<file path="config.mk">
export PLATFORM = sky130hd
export DESIGN_NAME = slurm16_soc_flat
export DESIGN_NICKNAME = d
export VERILOG_FILES = /design/src/rtl/slurm16_soc_if.sv /design/src/rtl/slurm16_soc.sv /design/src/flat_wrapper.sv
export SDC_FILE = /design/constraint.sdc
export NUM_CORES = 1
export LEC_CHECK = 0
export BUFFER_PORTS_ARGS = -buffer_cell sky130_fd_sc_hd__buf_2
export CAP_MARGIN = 30
export CORE_ASPECT_RATIO = 0.9
export CORE_MARGIN = 8
export CORE_UTILIZATION = 53
export DETAILED_ROUTE_END_ITERATION = 8
export GPL_TIMING_DRIVEN = 0
export PLACE_DENSITY = 0.72
export SKIP_LAST_GASP = 1
export SLEW_MARGIN = 30
export SYNTH_ARGS = -nofsm -noshare
export SYNTH_HDL_FRONTEND = slang
export SYNTH_SLANG_ARGS = --single-unit
</file>
<file path="constraint.sdc">
create_clock -name CLK -period 2.3 [get_ports CLK]
set_input_delay 0.115 -clock CLK [delete_from_list [all_inputs] [get_ports CLK]]
set_output_delay 0.115 -clock CLK [all_outputs]
set_load 0.005 [all_outputs]
</file>
<file path="src/rtl/slurm16_soc_if.sv">
// Board-side pin bundle of the slurm16 SoC shell: video, UART, GPIO, LEDs, I2S and SPI flash.
interface slurm16_soc_if;
  logic [3:0] gpio_out;
  logic [5:0] gpio_in;
  logic [3:0] vid_r;
  logic [3:0] vid_g;
  logic [3:0] vid_b;
  logic       vid_hsync;
  logic       vid_vsync;
  logic       uart_tx;
  logic       led_r;
  logic       led_g;
  logic       led_b;
  logic       i2s_sclk;
  logic       i2s_lrclk;
  logic       i2s_data;
  logic       i2s_mclk;
  logic       flash_mosi;
  logic       flash_miso;
  logic       flash_sclk;
  logic       flash_csb;

  modport soc (
    output gpio_out, vid_r, vid_g, vid_b, vid_hsync, vid_vsync, uart_tx,
           led_r, led_g, led_b, i2s_sclk, i2s_lrclk, i2s_data, i2s_mclk,
           flash_mosi, flash_sclk, flash_csb,
    input  gpio_in, flash_miso
  );

  modport board (
    input  gpio_out, vid_r, vid_g, vid_b, vid_hsync, vid_vsync, uart_tx,
           led_r, led_g, led_b, i2s_sclk, i2s_lrclk, i2s_data, i2s_mclk,
           flash_mosi, flash_sclk, flash_csb,
    output gpio_in, flash_miso
  );
endinterface

</file>
<file path="src/rtl/slurm16_soc.sv">
// Self-running slurm16 peripheral shell: UART boot banner, solid-colour video timing,
// heartbeat GPIO/LEDs, free-running I2S clocks and an idle SPI flash port.
module slurm16_soc #(
  parameter int unsigned CLOCK_FREQ = 25000000,
  parameter int unsigned BAUD       = 115200,
  parameter logic [11:0] BG_COLOR   = 12'h00F,
  parameter int unsigned H_VIS      = 640,
  parameter int unsigned H_FP       = 16,
  parameter int unsigned H_SYNC     = 96,
  parameter int unsigned H_BP       = 48,
  parameter int unsigned V_VIS      = 480,
  parameter int unsigned V_FP       = 10,
  parameter int unsigned V_SYNC     = 2,
  parameter int unsigned V_BP       = 33
) (
  input  logic          CLK,
  input  logic          RSTb,
  slurm16_soc_if.soc    io
);

  localparam int unsigned DIV     = CLOCK_FREQ / BAUD;
  localparam int unsigned BAUD_W  = $clog2(DIV);
  localparam int unsigned H_TOTAL = H_VIS + H_FP + H_SYNC + H_BP;
  localparam int unsigned V_TOTAL = V_VIS + V_FP + V_SYNC + V_BP;
  localparam int unsigned HW      = $clog2(H_TOTAL);
  localparam int unsigned VW      = $clog2(V_TOTAL);

  localparam logic [1:0] ST_IDLE_WAIT = 2'd0;
  localparam logic [1:0] ST_LOAD      = 2'd1;
  localparam logic [1:0] ST_SEND      = 2'd2;
  localparam logic [1:0] ST_DONE      = 2'd3;

  localparam logic [3:0] LAST_IDX = 4'd11;

  logic [1:0]        state_q, state_d;
  logic [4:0]        wait_cnt_q, wait_cnt_d;
  logic [3:0]        idx_q, idx_d;
  logic [3:0]        bit_cnt_q, bit_cnt_d;
  logic [BAUD_W-1:0] baud_cnt_q, baud_cnt_d;
  logic [7:0]        data_q, data_d;
  logic              tx_q, tx_d;
  logic              led_r_q, led_r_d;
  logic              led_g_q, led_g_d;
  logic              led_b_q, led_b_d;
  logic [HW-1:0]     hcnt_q, hcnt_d;
  logic [VW-1:0]     vcnt_q, vcnt_d;
  logic [11:0]       rgb_q, rgb_d;
  logic              hsync_q, hsync_d;
  logic              vsync_q, vsync_d;
  logic [23:0]       gpio_cnt_q, gpio_cnt_d;
  logic [8:0]        i2s_cnt_q, i2s_cnt_d;

  function automatic logic [7:0] banner_byte(input logic [3:0] i);
    case (i)
      4'd0:    banner_byte = 8'h53; // S
      4'd1:    banner_byte = 8'h4C; // L
      4'd2:    banner_byte = 8'h55; // U
      4'd3:    banner_byte = 8'h52; // R
      4'd4:    banner_byte = 8'h4D; // M
      4'd5:    banner_byte = 8'h31; // 1
      4'd6:    banner_byte = 8'h36; // 6
      4'd7:    banner_byte = 8'h20;
      4'd8:    banner_byte = 8'h42; // B
      4'd9:    banner_byte = 8'h47; // G
      4'd10:   banner_byte = 8'h0D;
      4'd11:   banner_byte = 8'h0A;
      default: banner_byte = 8'h00;
    endcase
  endfunction

  // Banner FSM. Entering LOAD already drives the start bit, so LOAD is the first
  // clock of each frame and consecutive frames abut with every bit exactly DIV long.
  always_comb begin
    state_d    = state_q;
    wait_cnt_d = wait_cnt_q;
    idx_d      = idx_q;
    bit_cnt_d  = bit_cnt_q;
    baud_cnt_d = baud_cnt_q;
    data_d     = data_q;
    tx_d       = tx_q;

    case (state_q)
      ST_IDLE_WAIT: begin
        if (wait_cnt_q == 5'd16) begin
          state_d    = ST_LOAD;
          tx_d       = 1'b0;
          baud_cnt_d = '0;
          bit_cnt_d  = '0;
        end else begin
          wait_cnt_d = wait_cnt_q + 5'd1;
        end
      end
      ST_LOAD: begin
        data_d     = banner_byte(idx_q);
        baud_cnt_d = baud_cnt_q + BAUD_W'(1);
        state_d    = ST_SEND;
      end
      ST_SEND: begin
        if (baud_cnt_q == BAUD_W'(DIV - 1)) begin
          baud_cnt_d = '0;
          if (bit_cnt_q == 4'd9) begin
            if (idx_q == LAST_IDX) begin
              state_d = ST_DONE;
              tx_d    = 1'b1;
            end else begin
              idx_d     = idx_q + 4'd1;
              state_d   = ST_LOAD;
              tx_d      = 1'b0;
              bit_cnt_d = '0;
            end
          end else begin
            // bit_cnt 0 is the start bit, 1..8 carry data[bit_cnt-1], 9 is the stop bit
            bit_cnt_d = bit_cnt_q + 4'd1;
            tx_d      = (bit_cnt_q == 4'd8) ? 1'b1 : data_q[bit_cnt_q[2:0]];
          end
        end else begin
          baud_cnt_d = baud_cnt_q + BAUD_W'(1);
        end
      end
      ST_DONE: begin
        tx_d = 1'b1;
      end
      default: begin
        state_d = ST_IDLE_WAIT;
      end
    endcase

    led_r_d = (state_d != ST_DONE);
    led_g_d = (state_d == ST_DONE);
  end

  // Video timing, colour and frame-start LED; outputs lag the counters by one clock.
  always_comb begin
    logic h_last;
    logic v_last;
    logic active;
    h_last  = (hcnt_q == HW'(H_TOTAL - 1));
    v_last  = (vcnt_q == VW'(V_TOTAL - 1));
    hcnt_d  = h_last ? '0 : hcnt_q + HW'(1);
    vcnt_d  = vcnt_q;
    if (h_last) begin
      vcnt_d = v_last ? '0 : vcnt_q + VW'(1);
    end
    active  = (hcnt_q < HW'(H_VIS)) && (vcnt_q < VW'(V_VIS));
    rgb_d   = '0;
    if (active) begin
      rgb_d = io.gpio_in[0] ? ~BG_COLOR : BG_COLOR;
    end
    hsync_d = !((hcnt_q >= HW'(H_VIS + H_FP)) && (hcnt_q < HW'(H_VIS + H_FP + H_SYNC)));
    vsync_d = !((vcnt_q >= VW'(V_VIS + V_FP)) && (vcnt_q < VW'(V_VIS + V_FP + V_SYNC)));
    led_b_d = ((hcnt_q == '0) && (vcnt_q == '0)) ? ~led_b_q : led_b_q;

    gpio_cnt_d = gpio_cnt_q + 24'd1;
    i2s_cnt_d  = i2s_cnt_q + 9'd1;
  end

  always_ff @(posedge CLK or negedge RSTb) begin
    if (!RSTb) begin
      state_q    <= ST_IDLE_WAIT;
      wait_cnt_q <= '0;
      idx_q      <= '0;
      bit_cnt_q  <= '0;
      baud_cnt_q <= '0;
      data_q     <= '0;
      tx_q       <= 1'b1;
      led_r_q    <= 1'b1;
      led_g_q    <= 1'b0;
      led_b_q    <= 1'b0;
      hcnt_q     <= '0;
      vcnt_q     <= '0;
      rgb_q      <= '0;
      hsync_q    <= 1'b1;
      vsync_q    <= 1'b1;
      gpio_cnt_q <= '0;
      i2s_cnt_q  <= '0;
    end else begin
      state_q    <= state_d;
      wait_cnt_q <= wait_cnt_d;
      idx_q      <= idx_d;
      bit_cnt_q  <= bit_cnt_d;
      baud_cnt_q <= baud_cnt_d;
      data_q     <= data_d;
      tx_q       <= tx_d;
      led_r_q    <= led_r_d;
      led_g_q    <= led_g_d;
      led_b_q    <= led_b_d;
      hcnt_q     <= hcnt_d;
      vcnt_q     <= vcnt_d;
      rgb_q      <= rgb_d;
      hsync_q    <= hsync_d;
      vsync_q    <= vsync_d;
      gpio_cnt_q <= gpio_cnt_d;
      i2s_cnt_q  <= i2s_cnt_d;
    end
  end

  assign io.uart_tx    = tx_q;
  assign io.led_r      = led_r_q;
  assign io.led_g      = led_g_q;
  assign io.led_b      = led_b_q;
  assign io.vid_r      = rgb_q[11:8];
  assign io.vid_g      = rgb_q[7:4];
  assign io.vid_b      = rgb_q[3:0];
  assign io.vid_hsync  = hsync_q;
  assign io.vid_vsync  = vsync_q;
  assign io.gpio_out   = gpio_cnt_q[23:20];
  assign io.i2s_mclk   = i2s_cnt_q[0];
  assign io.i2s_sclk   = i2s_cnt_q[2];
  assign io.i2s_lrclk  = i2s_cnt_q[8];
  assign io.i2s_data   = 1'b0;
  assign io.flash_csb  = 1'b1;
  assign io.flash_sclk = 1'b0;
  assign io.flash_mosi = 1'b0;

  // Upper GPIO inputs and the flash data line have no consumer in this shell.
  logic unused_inputs;
  assign unused_inputs = ^{io.gpio_in[5:1], io.flash_miso};

endmodule

</file>
<file path="src/flat_wrapper.sv">
// flat-port wrapper written by rule: the top's interface ports become plain ports
module slurm16_soc_flat 
#(
  parameter int unsigned CLOCK_FREQ = 25000000,
  parameter int unsigned BAUD       = 115200,
  parameter logic [11:0] BG_COLOR   = 12'h00F,
  parameter int unsigned H_VIS      = 640,
  parameter int unsigned H_FP       = 16,
  parameter int unsigned H_SYNC     = 96,
  parameter int unsigned H_BP       = 48,
  parameter int unsigned V_VIS      = 480,
  parameter int unsigned V_FP       = 10,
  parameter int unsigned V_SYNC     = 2,
  parameter int unsigned V_BP       = 33
)
  (CLK, RSTb, io_gpio_out, io_vid_r, io_vid_g, io_vid_b, io_vid_hsync, io_vid_vsync, io_uart_tx, io_led_r, io_led_g, io_led_b, io_i2s_sclk, io_i2s_lrclk, io_i2s_data, io_i2s_mclk, io_flash_mosi, io_flash_sclk, io_flash_csb, io_gpio_in, io_flash_miso);
  slurm16_soc_if io_i ();
  input  logic CLK;
  input  logic RSTb;
  output wire logic [$bits(io_i.gpio_out)-1:0] io_gpio_out;
  output wire logic [$bits(io_i.vid_r)-1:0] io_vid_r;
  output wire logic [$bits(io_i.vid_g)-1:0] io_vid_g;
  output wire logic [$bits(io_i.vid_b)-1:0] io_vid_b;
  output wire logic [$bits(io_i.vid_hsync)-1:0] io_vid_hsync;
  output wire logic [$bits(io_i.vid_vsync)-1:0] io_vid_vsync;
  output wire logic [$bits(io_i.uart_tx)-1:0] io_uart_tx;
  output wire logic [$bits(io_i.led_r)-1:0] io_led_r;
  output wire logic [$bits(io_i.led_g)-1:0] io_led_g;
  output wire logic [$bits(io_i.led_b)-1:0] io_led_b;
  output wire logic [$bits(io_i.i2s_sclk)-1:0] io_i2s_sclk;
  output wire logic [$bits(io_i.i2s_lrclk)-1:0] io_i2s_lrclk;
  output wire logic [$bits(io_i.i2s_data)-1:0] io_i2s_data;
  output wire logic [$bits(io_i.i2s_mclk)-1:0] io_i2s_mclk;
  output wire logic [$bits(io_i.flash_mosi)-1:0] io_flash_mosi;
  output wire logic [$bits(io_i.flash_sclk)-1:0] io_flash_sclk;
  output wire logic [$bits(io_i.flash_csb)-1:0] io_flash_csb;
  input wire logic [$bits(io_i.gpio_in)-1:0] io_gpio_in;
  input wire logic [$bits(io_i.flash_miso)-1:0] io_flash_miso;
  assign io_gpio_out = io_i.gpio_out;
  assign io_vid_r = io_i.vid_r;
  assign io_vid_g = io_i.vid_g;
  assign io_vid_b = io_i.vid_b;
  assign io_vid_hsync = io_i.vid_hsync;
  assign io_vid_vsync = io_i.vid_vsync;
  assign io_uart_tx = io_i.uart_tx;
  assign io_led_r = io_i.led_r;
  assign io_led_g = io_i.led_g;
  assign io_led_b = io_i.led_b;
  assign io_i2s_sclk = io_i.i2s_sclk;
  assign io_i2s_lrclk = io_i.i2s_lrclk;
  assign io_i2s_data = io_i.i2s_data;
  assign io_i2s_mclk = io_i.i2s_mclk;
  assign io_flash_mosi = io_i.flash_mosi;
  assign io_flash_sclk = io_i.flash_sclk;
  assign io_flash_csb = io_i.flash_csb;
  assign io_i.gpio_in = io_gpio_in;
  assign io_i.flash_miso = io_flash_miso;
  slurm16_soc #(.CLOCK_FREQ(CLOCK_FREQ), .BAUD(BAUD), .BG_COLOR(BG_COLOR), .H_VIS(H_VIS), .H_FP(H_FP), .H_SYNC(H_SYNC), .H_BP(H_BP), .V_VIS(V_VIS), .V_FP(V_FP), .V_SYNC(V_SYNC), .V_BP(V_BP)) u_core (.CLK(CLK), .RSTb(RSTb), .io(io_i));
endmodule
</file>
# [Yosys cells after proc, flatten, opt, wreduce, memory -nomap -nowiden]
# Memory sizes are Yosys's and may differ from the RTL's. A register that Yosys moved wholly into a read port is not among the register bits.
# Index checks and enable logic that the tools add are counted.
[word_totals] elab_cells=94 mem_bits_ro=112 out_inout_bits=29 memories=1 reg_bits=102
[mem_list] name="(no name shown)" depth=16 word_bits=7 read_ports=1 rd_clocked_by_memory_dff=1 write_ports=0 line="slurm16_soc.sv:54" rtl="case (i)"
[classes] mux=25 order_cmp=7 reduce_logical=18 n_addsub=8 eq_ne=15 n_bitwise=3
[op_table] operator="adder 24 x 1 -> 24 bit (second input constant)" count=1
[op_table] operator="2-to-1 mux 12 bit" count=2
[op_table] operator="one-hot mux 8 bit (3 select lines)" count=1
[op_table] operator="adder 10 x 1 -> 10 bit (second input constant)" count=2
[op_table] operator="equality test 10 bit (second input constant)" count=2
[op_table] operator="zero test 10 bit" count=2
[op_table] operator="less-than comparator 10 bit (second input constant)" count=2
[op_table] operator="less-than comparator 10 x 9 -> 1 bit (second input constant)" count=2
[op_table] operator="2-to-1 mux 10 bit" count=2
[op_table] operator="2-to-1 mux 4 bit" count=4
[op_table] operator="2-to-1 mux 8 bit" count=2
[op_table] operator="equality test 4 bit (second input constant)" count=3
[op_table] operator="greater-or-equal comparator 10 bit (second input constant)" count=1
[op_table] operator="greater-or-equal comparator 10 x 9 -> 1 bit (second input constant)" count=1
[op_table] operator="adder 9 x 1 -> 9 bit (second input constant)" count=1
[op_table] operator="adder 4 x 1 -> 4 bit (second input constant)" count=2
[op_table] operator="adder 8 x 1 -> 8 bit (second input constant)" count=1
[op_table] operator="equality test 8 bit (second input constant)" count=1
[op_table] operator="2-to-1 mux 2 bit" count=4
[op_table] operator="one-hot mux 4 bit (2 select lines)" count=1
[op_table] operator="AND reduction 4 bit" count=2
[op_table] operator="equality test 2 bit (second input constant)" count=3
[op_table] operator="2-to-1 mux 1 bit" count=6
[op_table] operator="one-hot mux 2 bit (3 select lines)" count=1
[op_table] operator="other kinds (17)" count=27

# [Logic depth before layout (Yosys ltp)]
# Gate-level depths: netlist (run 1).
[depth] word_depth=6 mapped_depth=7 depth_no_buf=6

# [Worst setup path before layout (run 1)]
# Ideal clock, no wire load.
[synth_path] path_kind="register -> register" start="register with a tool-made name" end="register u_core.baud_cnt_q[2]" stages_incl_launch_ff=8 period_less_slack_ps=1837 n_path_buf=2 slack_ps=463 arrival_time_ps=1691 t_required_ps=2154 path_cell_list="dfrtp_1 -> inv_1 -> ha_1 -> clkbuf_1 -> mux2i_1 -> buf_2 -> a211oi_1 -> a21oi_1"
[synth_lines] item="end signal: assignment" line="slurm16_soc.sv:181" rtl="baud_cnt_q <= baud_cnt_d;"
[synth_lines] item="end: declaration" line="slurm16_soc.sv:39" rtl="logic [BAUD_W-1:0] baud_cnt_q, baud_cnt_d;"

==> qor.yml, run 1 <==
slowest_stage: "dfrtp_1"
ios: 38
slew_viol_final: 0
antenna_left: 0
crit_path_end_kind: "flip-flop"
synth_enable_flop_cells: 0
synth_seq_area_share_pct: 48.3
hpwl_um: 6010
holdWs_ns: 0.202
outcome: "completed"
cts-root-buf: "clkbuf_8"
gr-total-overflow: 0
fin_crit_sh_pct: 90.4
wl_um: 8260
path_cells: "inv_1 > ha_1 > clkbuf_1 > mux2i_1 > buf_2 > a211oi_2 > a21oi_1"
grt_pass1_vias: 3227
cts_tree: "done"
initial_core_util_pct: 54.9
fmax_mhz: 481
final.setup_skew_ns: 0.00909
grt_pass1_wl_um: 14900
ys_types: 64
grt_use_total_pct: 14.8
htree_levels: 3
place_ws_ns: 0.0492
cap_violations: 0
viasPerCell: 5.28
dieArea_mm2: 0.0122
cp.arrival_ns: 2.30
syn_to_final_growth_pct: 12.4
num_vias: 3297
fin_cells: 624
rsz0062_at_grt: "no"
ir_drop_v: 0.000328
cp.required_ns: 2.52
numCtsBuffers: 9
power.leakage_nw: 2.43
nets: 530
grt_max_degree: 62
dp_cells: 606
critical_path_class: "reg2reg"
yosys_most_used_dff: "dfrtp_1"
tightestPinTransition_ns: 0.675
fin_ws_ns: 0.221
antenna_found_initial: 0
drive_above_1_share_pct: 17.2
fin_util_pct: 61.8
timing.final.crit_period_ns: 2.08
wl_per_cell_um: 13.2
syn_area_mm2: 0.00473
syn_inst: 457
die_height_um: 106
fp.coreArea_mm2: 0.00861
post_cts_buffers: 0
setup-tns-final_ns: 0
total_power_mw: 2.90
hold_violations: 0
clkLatencyLatePin_ns: 0.35
avgSynthCellArea_um2: 10.3
yosysWarnings: 0
synthArstFlopShare_pct: 100
io_buffers: 27
setup-violations-final: 0
place_area_mm2: 0.00505
start_kind: "flip-flop"
rows: 32
stdcell_area_mm2: 0.00532
gp_congestion: 0.784
drt-initial-drc-count: 184
relSlewSlack_pct: 54.8
clockBufferDepth: 2
slowest_delay_ns: 0.44
cts_sinks: 91
clk_pin_slew_ns: 0.09
die_w_um: 116
route.detailed.drc: 0
drt_first_pass_iters: 4
hold_path_class: "in2async"
powerDensity_mw_per_mm2: 546
antenna_cells: 0
synth-seq-cells: 91
crit_fanout: 10
per-layer routing:
layer | vias up | GRT usage (%) | part of all wire (%)
met3 | 8 | 3.25 | 3.1
li1 | 1661 | - | -
met4 | 0 | 4.03 | 0.93
met1 | 1590 | 19.9 | 49
met5 | - | 0 | 0
met2 | 38 | 23.4 | 47
cell type report:
| type | count | area, um2 |
|---|---|---|
| timing repair buffer | 30 | 189 |
| multi-input combinational | 309 | 2150 |
| fill | 693 | 3290 |
| tap | 119 | 149 |
| buffer | 30 | 199 |
| inverter | 29 | 109 |
| clock buffer | 10 | 138 |
| sequential | 91 | 2280 |
| clock inverter | 6 | 97.6 |
cells in the final DEF, fill, tap and decap left out, types with 4 or more instances in the layout:
cell,instances
dfrtp_1,87
xnor2_1,36
nand3_1,33
inv_1,29
buf_2,28
nor2_1,24
nand2_1,24
o21ai_0,21
ha_1,21
buf_4,18
nand4_1,17
xor2_1,14
a21oi_1,13
clkbuf_8,10
and3_1,9
nor4_1,8
nor2b_1,7
nor3_1,6
clkbuf_1,6
mux2i_1,5
o31ai_1,5
and4_1,4
mux2_2,4
conb_1,4
dfstp_2,4
cell families (layout without fill, tap and decap cells):
kind of cell / Yosys count / count (layout) / synth area share [%]
other cells: 2 / 4 / 0.159
xor+xnor: 50 / 50 / 9.26
flops: 91 / 91 / 48.3
compound gates: 63 / 63 / 8.47
fa+ha+maj: 21 / 21 / 5.56
mux: 10 / 10 / 2.49
simple gates: 161 / 161 / 19.3
buf+inv: 59 / 105 / 6.48
timing repair:
action / CTS / global route
endpoints found under the setup margin: 0 / 6
gates resized for setup: 0 / 3
hold buffers: 2 / 0
hold endpoints to repair: 84 / 0
where the power goes:
| group | leakage (nW) | total [mW] | internal [mW] | switching (mW) |
|---|---|---|---|---|
| registers | 1.17 | 1.60 | 1.60 | 0.00275 |
| logic | 1.14 | 0.0739 | 0.0316 | 0.0422 |
| clock network | 0.119 | 1.22 | 0.655 | 0.569 |
| total | 2.43 | 2.90 | 2.29 | 0.614 |
flip-flops by register name, summed over array words and instances, names as in the netlist, 2 cells and up, named ones only:
| register | count |
|---|---|
| u_core.gpio_cnt_q | 24 |
| u_core.idx_q | 4 |
| u_core.vcnt_q | 10 |
| u_core.i2s_cnt_q | 9 |
| u_core.baud_cnt_q | 8 |
| u_core.rgb_q | 2 |
| u_core.data_q | 7 |
| u_core.wait_cnt_q | 5 |
| u_core.hcnt_q | 10 |
| u_core.bit_cnt_q | 4 |
worst max-delay path: cells and delay by family (launching register included):
| family | cells | cell delay [ns] |
|---|---|---|
| DFF | 1 | 0.44 |
| buffers and inverters | 3 | 0.67 |
| muxes | 1 | 0.22 |
| adders and majority gates | 1 | 0.14 |
| AOI/OAI and AO/OA | 2 | 0.47 |
cells in the mapped netlist (all sizes together) (2+ instances only):
library cell / number / area, um2
o31ai: 5 / 37.5
nand4: 17 / 106
a22o: 2 / 17.5
and4: 4 / 35.0
a211oi: 3 / 22.5
xnor2: 36 / 315
dfrtp: 87 / 2180
a31oi: 2 / 12.5
o21a: 2 / 15.0
nor2b: 7 / 43.8
mux2: 4 / 45.0
nand4b: 2 / 17.5
nor4b: 2 / 17.5
ha: 21 / 263
nor3: 9 / 66.3
or4: 3 / 22.5
and3: 9 / 56.3
nor4: 8 / 50.1
mux2i: 5 / 50.1
dfstp: 4 / 105
or3: 4 / 30.0
buf: 23 / 171
nand2: 24 / 90.1
and3b: 2 / 17.5
a21oi: 13 / 65.1
and4bb: 2 / 25.0
nand2b: 2 / 12.5
inv: 29 / 109
clkbuf: 7 / 26.3
and2: 4 / 26.3
xor2: 14 / 123
conb: 2 / 7.51
nand3: 34 / 175
o21ai: 22 / 110
nor2: 24 / 90.1
worst paths after layout:
path / slack (ns) / from / depth (start not counted) / endpoint
max: 0.22 / flip-flop / 7 / u_core.baud_cnt_q[5]
min: 0.20 / RSTb / 2 / u_core.wait_cnt_q[4]
max reg2reg: 0.22 / flip-flop / 7 / u_core.baud_cnt_q[5]
min reg2reg: 0.47 / u_core.io.led_b / 1 / u_core.io.led_b
max in group asynchronous: 1.46 / RSTb / 3 / u_core.io.vid_hsync
min in group CLK: 0.47 / u_core.io.led_b / 1 / u_core.io.led_b
Power figures use the tool's default switching activity.
==> inputs of run 2 (changes only) <==
Settings changed: CORE_ASPECT_RATIO 0.9 to 0.6.
==> run 2 against run 1 <==
  * Sequential share of layout area shrank 0.60 points
  * Cell count fell by 1.3%
  * Global-route usage up 1.5 points
  * Largest power group unchanged
==> qor.yml, run 2 (synthesized netlist as in run 1, its figures left out) <==
outcome: "completed"
tightestPinTransition_ns: 0.662
powerDensity_mw_per_mm2: 606
cts_sinks: 91
die_w_um: 138
rows: 26
timing.final.crit_period_ns: 2.15
fin_util_pct: 62.8
clockBufferDepth: 2
numCtsBuffers: 9
slowest_delay_ns: 0.43
cap_violations: 0
critical_path_class: "reg2reg"
cts-root-buf: "clkbuf_16"
ir_drop_v: 0.000447
viasPerCell: 5.41
syn_to_final_growth_pct: 14.0
reg.largest.list: "u_core.gpio_cnt_q (24), u_core.hcnt_q (10), u_core.vcnt_q (10)"
antenna_left: 0
rsz0062_at_grt: "no"
grt_use_total_pct: 16.3
crit_fanout: 10
clk_pin_slew_ns: 0.06
nets: 529
num_vias: 3332
start_kind: "flip-flop"
largest_register_ffs: 24
cts_tree: "done"
wl_um: 8980
hold_path_class: "in2async"
cp-startpoint: "u_core.state_q[0]"
place_area_mm2: 0.00505
cp.required_ns: 2.53
clkLatencyLatePin_ns: 0.34
route.detailed.drc: 0
layout_commonest_cell: "dfrtp_1"
fmax_mhz: 466
relSlewSlack_pct: 55.6
power.leakage_nw: 2.46
path_cells: "inv_1 > ha_1 > clkbuf_1 > nand4_1 > nor2_1 > mux2_2"
htree_levels: 3
drive_above_1_share_pct: 17.1
grt_pass1_wl_um: 15700
gp_congestion: 0.800
dieArea_mm2: 0.0123
antenna_cells: 0
crit_path_end_kind: "flip-flop"
reg2reg_from: "u_core.state_q[0]"
wl_per_cell_um: 14.6
dp_cells: 599
hpwl_um: 6600
stdcell_area_mm2: 0.00539
grt_pass1_vias: 3241
holdWs_ns: 0.248
drt-initial-drc-count: 184
fin_crit_sh_pct: 93.3
ios: 38
largest_register: "u_core.gpio_cnt_q"
grt_max_degree: 51
setup-violations-final: 0
setup-tns-final_ns: 0
hold_violations: 0
slew_viol_final: 0
antenna_found_initial: 0
gr-total-overflow: 0
cp.arrival_ns: 2.37
io_buffers: 27
die_height_um: 89.2
final.setup_skew_ns: 0.00702
fin_cells: 616
layout_common_cells: "87 x dfrtp_1, 36 x xnor2_1, 33 x nand3_1"
fp.coreArea_mm2: 0.00859
post_cts_buffers: 0
initial_core_util_pct: 55.1
slowest_stage: "dfrtp_1"
drt_first_pass_iters: 4
## run 2: cell types whose count changed in the layout (fill, tap and decap cells not counted)
| cell | before | now |
|---|---|---|
| inv_6 | 0 | 2 |
| clkinvlp_4 | 0 | 1 |
| inv_8 | 1 | 0 |
| clkbuf_8 | 10 | 0 |
| clkinv_2 | 0 | 1 |
| clkbuf_2 | 1 | 0 |
| clkinv_4 | 3 | 1 |
| clkbuf_16 | 0 | 9 |
## run 2: where the power goes
group | switching (mW) | total [mW] | internal, mW
Clock | 0.631 | 1.59 | 0.959
Combinational | 0.0420 | 0.0737 | 0.0316
Sequential | 0.00333 | 1.61 | 1.60
Total | 0.676 | 3.27 | 2.59
## run 2: layout make-up
class,count,area [um2]
plain buffers,29,194
multi-input cells,309,2150
flip-flops and latches,91,2280
clock buffers,9,225
well taps,112,140
inverters,29,109
clock inverters,7,98.8
repair buffers,30,189
fillers,709,3200
## run 2: critical path, delay by kind of cell, from the launching register on
kind / cells / cell delay [ns]
simple gates: 2 / 0.51
buf+inv: 2 / 0.47
flops: 1 / 0.43
mux: 1 / 0.35
fa+ha+maj: 1 / 0.27
## run 2: per-layer routing
metal  track usage [%]  up-vias  share of wire [%]
met5                 0        -                  0
met4              4.95        0                1.0
met3              4.60        9                3.6
met2              23.1       46                 41
met1              23.5     1600                 54
li1                  -     1677                  -
## run 2: metrics by stage
stage	setup WS [ns]	total power [mW]
2_1_floorplan	0.463	1.66
3_3_place_gp	0.0505	1.70
3_5_place_dp	-0.00884	1.71
4_1_cts	0.174	3.31
5_1_grt	0.0417	3.39
6_report	0.155	3.27
## run 2: worst paths after layout
kind | cells after the start | end | slack, ns
setup reg to reg | 6 | u_core.idx_q[1] | 0.15
setup / recovery | 6 | u_core.idx_q[1] | 0.15
hold reg to reg | 1 | u_core.i2s_cnt_q[8] | 0.46
hold / removal | 2 | u_core.baud_cnt_q[5] | 0.25
min in group CLK | 1 | u_core.i2s_cnt_q[8] | 0.46
max in group asynchronous | 3 | u_core.io.vid_hsync | 1.43
## run 2: repair_timing
action,CTS,global route
hold endpoints to repair,42,0
hold buffers,2,0
endpoints found under the setup margin,5,5
gates resized for setup,1,0
==> inputs of run 3 (changes only) <==
==> constraint.sdc (replaced) <==
create_clock -name CLK -period 2.3 [get_ports CLK]
set_input_delay 0.46 -clock CLK [delete_from_list [all_inputs] [get_ports CLK]]
set_output_delay 0.46 -clock CLK [all_outputs]
set_load 0.005 [all_outputs]
==> run 3 against run 2 <==
  * Worst setup slack gained 0.0095 ns
  * Cell count shrank 0.32%
  * Die area is the same
  * Global-route usage is essentially flat
  * Routed wire length shrank 0.30%
  * Count of clock-buffer cells in the layout is the same
  * Hold slack lost 0.23 ns
  * Non-clock buffer count shrank 2
  * Critical endpoint unchanged
  * Highest routed layer unchanged
==> qor.yml, run 3 (synthesized netlist as in run 1, its figures left out) <==
outcome: "completed"
regArea_mm2: 0.00228
hold_path_class: "in2async"
rows: 26
die_w_um: 138
syn_to_final_growth_pct: 13.6
post_cts_buffers: 0
power.leakage_nw: 2.45
drt_first_pass_iters: 4
largest_register_ffs: 24
drt-initial-drc-count: 199
clkLatencyLatePin_ns: 0.34
ios: 38
antenna_found_initial: 0
io_buffers: 27
cap_violations: 0
die_height_um: 89.2
timing.final.crit_period_ns: 2.14
fin_util_pct: 62.5
slew_viol_final: 0
multi_input_area_mm2: 0.00215
fin_crit_sh_pct: 92.9
grt_pass1_vias: 3238
wl_um: 8960
final.setup_skew_ns: 0.00573
grt_max_degree: 51
layout_common_cells: "87 x dfrtp_1, 36 x xnor2_1, 33 x nand3_1"
slowest_delay_ns: 0.43
viasPerCell: 5.41
rsz0062_at_grt: "no"
reg.largest.list: "u_core.gpio_cnt_q (24), u_core.hcnt_q (10), u_core.vcnt_q (10)"
total_power_mw: 3.26
n_fill_cell: 711
antenna_left: 0
crit_path_end_kind: "flip-flop"
start_kind: "flip-flop"
nets: 527
critical_path_class: "reg2reg"
cp.required_ns: 2.53
htree_levels: 3
gp_congestion: 0.800
clockBufferDepth: 2
crit_fanout: 10
hold_violations: 0
place_ws_ns: -0.00884
cts-root-buf: "clkbuf_16"
tightestPinTransition_ns: 0.682
fin_ws_ns: 0.164
antenna_cells: 0
setup-violations-final: 0
clk_pin_slew_ns: 0.06
ir_drop_v: 0.000447
reg2reg_depth: 6
gr-total-overflow: 0
cts_tree: "done"
relSlewSlack_pct: 54.3
path_cells: "inv_1 > ha_1 > clkbuf_1 > nand4_1 > nor2_1 > mux2_2"
fp.coreArea_mm2: 0.00859
slowest_stage: "dfrtp_1"
layout_commonest_cell: "dfrtp_1"
grt_use_total_pct: 16.3
drive_above_1_share_pct: 17.1
fmax_mhz: 468
wl_per_cell_um: 14.6
route.detailed.drc: 0
powerDensity_mw_per_mm2: 607
largest_register: "u_core.gpio_cnt_q"
dieArea_mm2: 0.0123
cts_sinks: 91
grt_pass1_wl_um: 15700
initial_core_util_pct: 55.1
setup-tns-final_ns: 0
cp.arrival_ns: 2.36
numCtsBuffers: 9
hpwl_um: 6600
num_vias: 3319
[run 3: cell type report]
type,count,share of cell area [%]
tap,112,2.61
inverter,29,2.03
sequential,91,42.5
multi-input combinational,309,40.1
buffer,29,3.61
clock buffer,9,4.19
timing repair buffer,28,3.14
clock inverter,7,1.84
[run 3: path summary, 6_finish.rpt]
| kind | from | end | slack [ns] |
|---|---|---|---|
| setup reg to reg | u_core.state_q[0] | u_core.idx_q[1] | 0.16 |
| hold reg to reg | u_core.i2s_cnt_q[8] | u_core.i2s_cnt_q[8] | 0.46 |
| min in group CLK | io_gpio_in[0] | u_core.rgb_q[3] | 0.30 |
| max in group asynchronous | RSTb | u_core.io.vid_vsync | 1.65 |
| hold / removal | RSTb | u_core.baud_cnt_q[5] | 0.02 |
| setup / recovery | u_core.state_q[0] | u_core.idx_q[1] | 0.16 |
[run 3: timing repair]
action / 4_1_cts / 5_1_grt
setup endpoints to repair: 5 / 5
hold buffers: 0 / 0
gates resized for setup: 1 / 0
[run 3: per-layer routing]
| layer | vias up | share of wire [%] | GRT usage [%] |
|---|---|---|---|
| li1 | 1673 | - | - |
| met1 | 1576 | 53 | 23.4 |
| met2 | 57 | 42 | 23.1 |
| met3 | 13 | 4.5 | 4.60 |
| met4 | 0 | 1.3 | 4.95 |
| met5 | - | 0 | 0 |
[run 3: through the flow]
step | hold WS [ns] | std cells | area, um2
floorplan | 0.164 | 459 | 4740
global placement | 0.453 | 598 | 5010
detailed placement | 0.400 | 599 | 5050
CTS | 0.0318 | 615 | 5380
global route | 0.0486 | 614 | 5370
finish | 0.0204 | 614 | 5370
[run 3: critical path, delay by kind of cell (launching register included)]
kind / cells / cell delay (ns)
and+or+nand+nor: 2 / 0.50
adders and majority gates: 1 / 0.27
buffers and inverters: 2 / 0.46
muxes: 1 / 0.35
DFF: 1 / 0.43
[run 3: where the power goes]
| group | internal (mW) | total, mW | switching [mW] |
|---|---|---|---|
| sequential | 1.60 | 1.61 | 0.00333 |
| clock | 0.959 | 1.58 | 0.625 |
| combinational | 0.0295 | 0.0709 | 0.0414 |
| total | 2.59 | 3.26 | 0.670 |
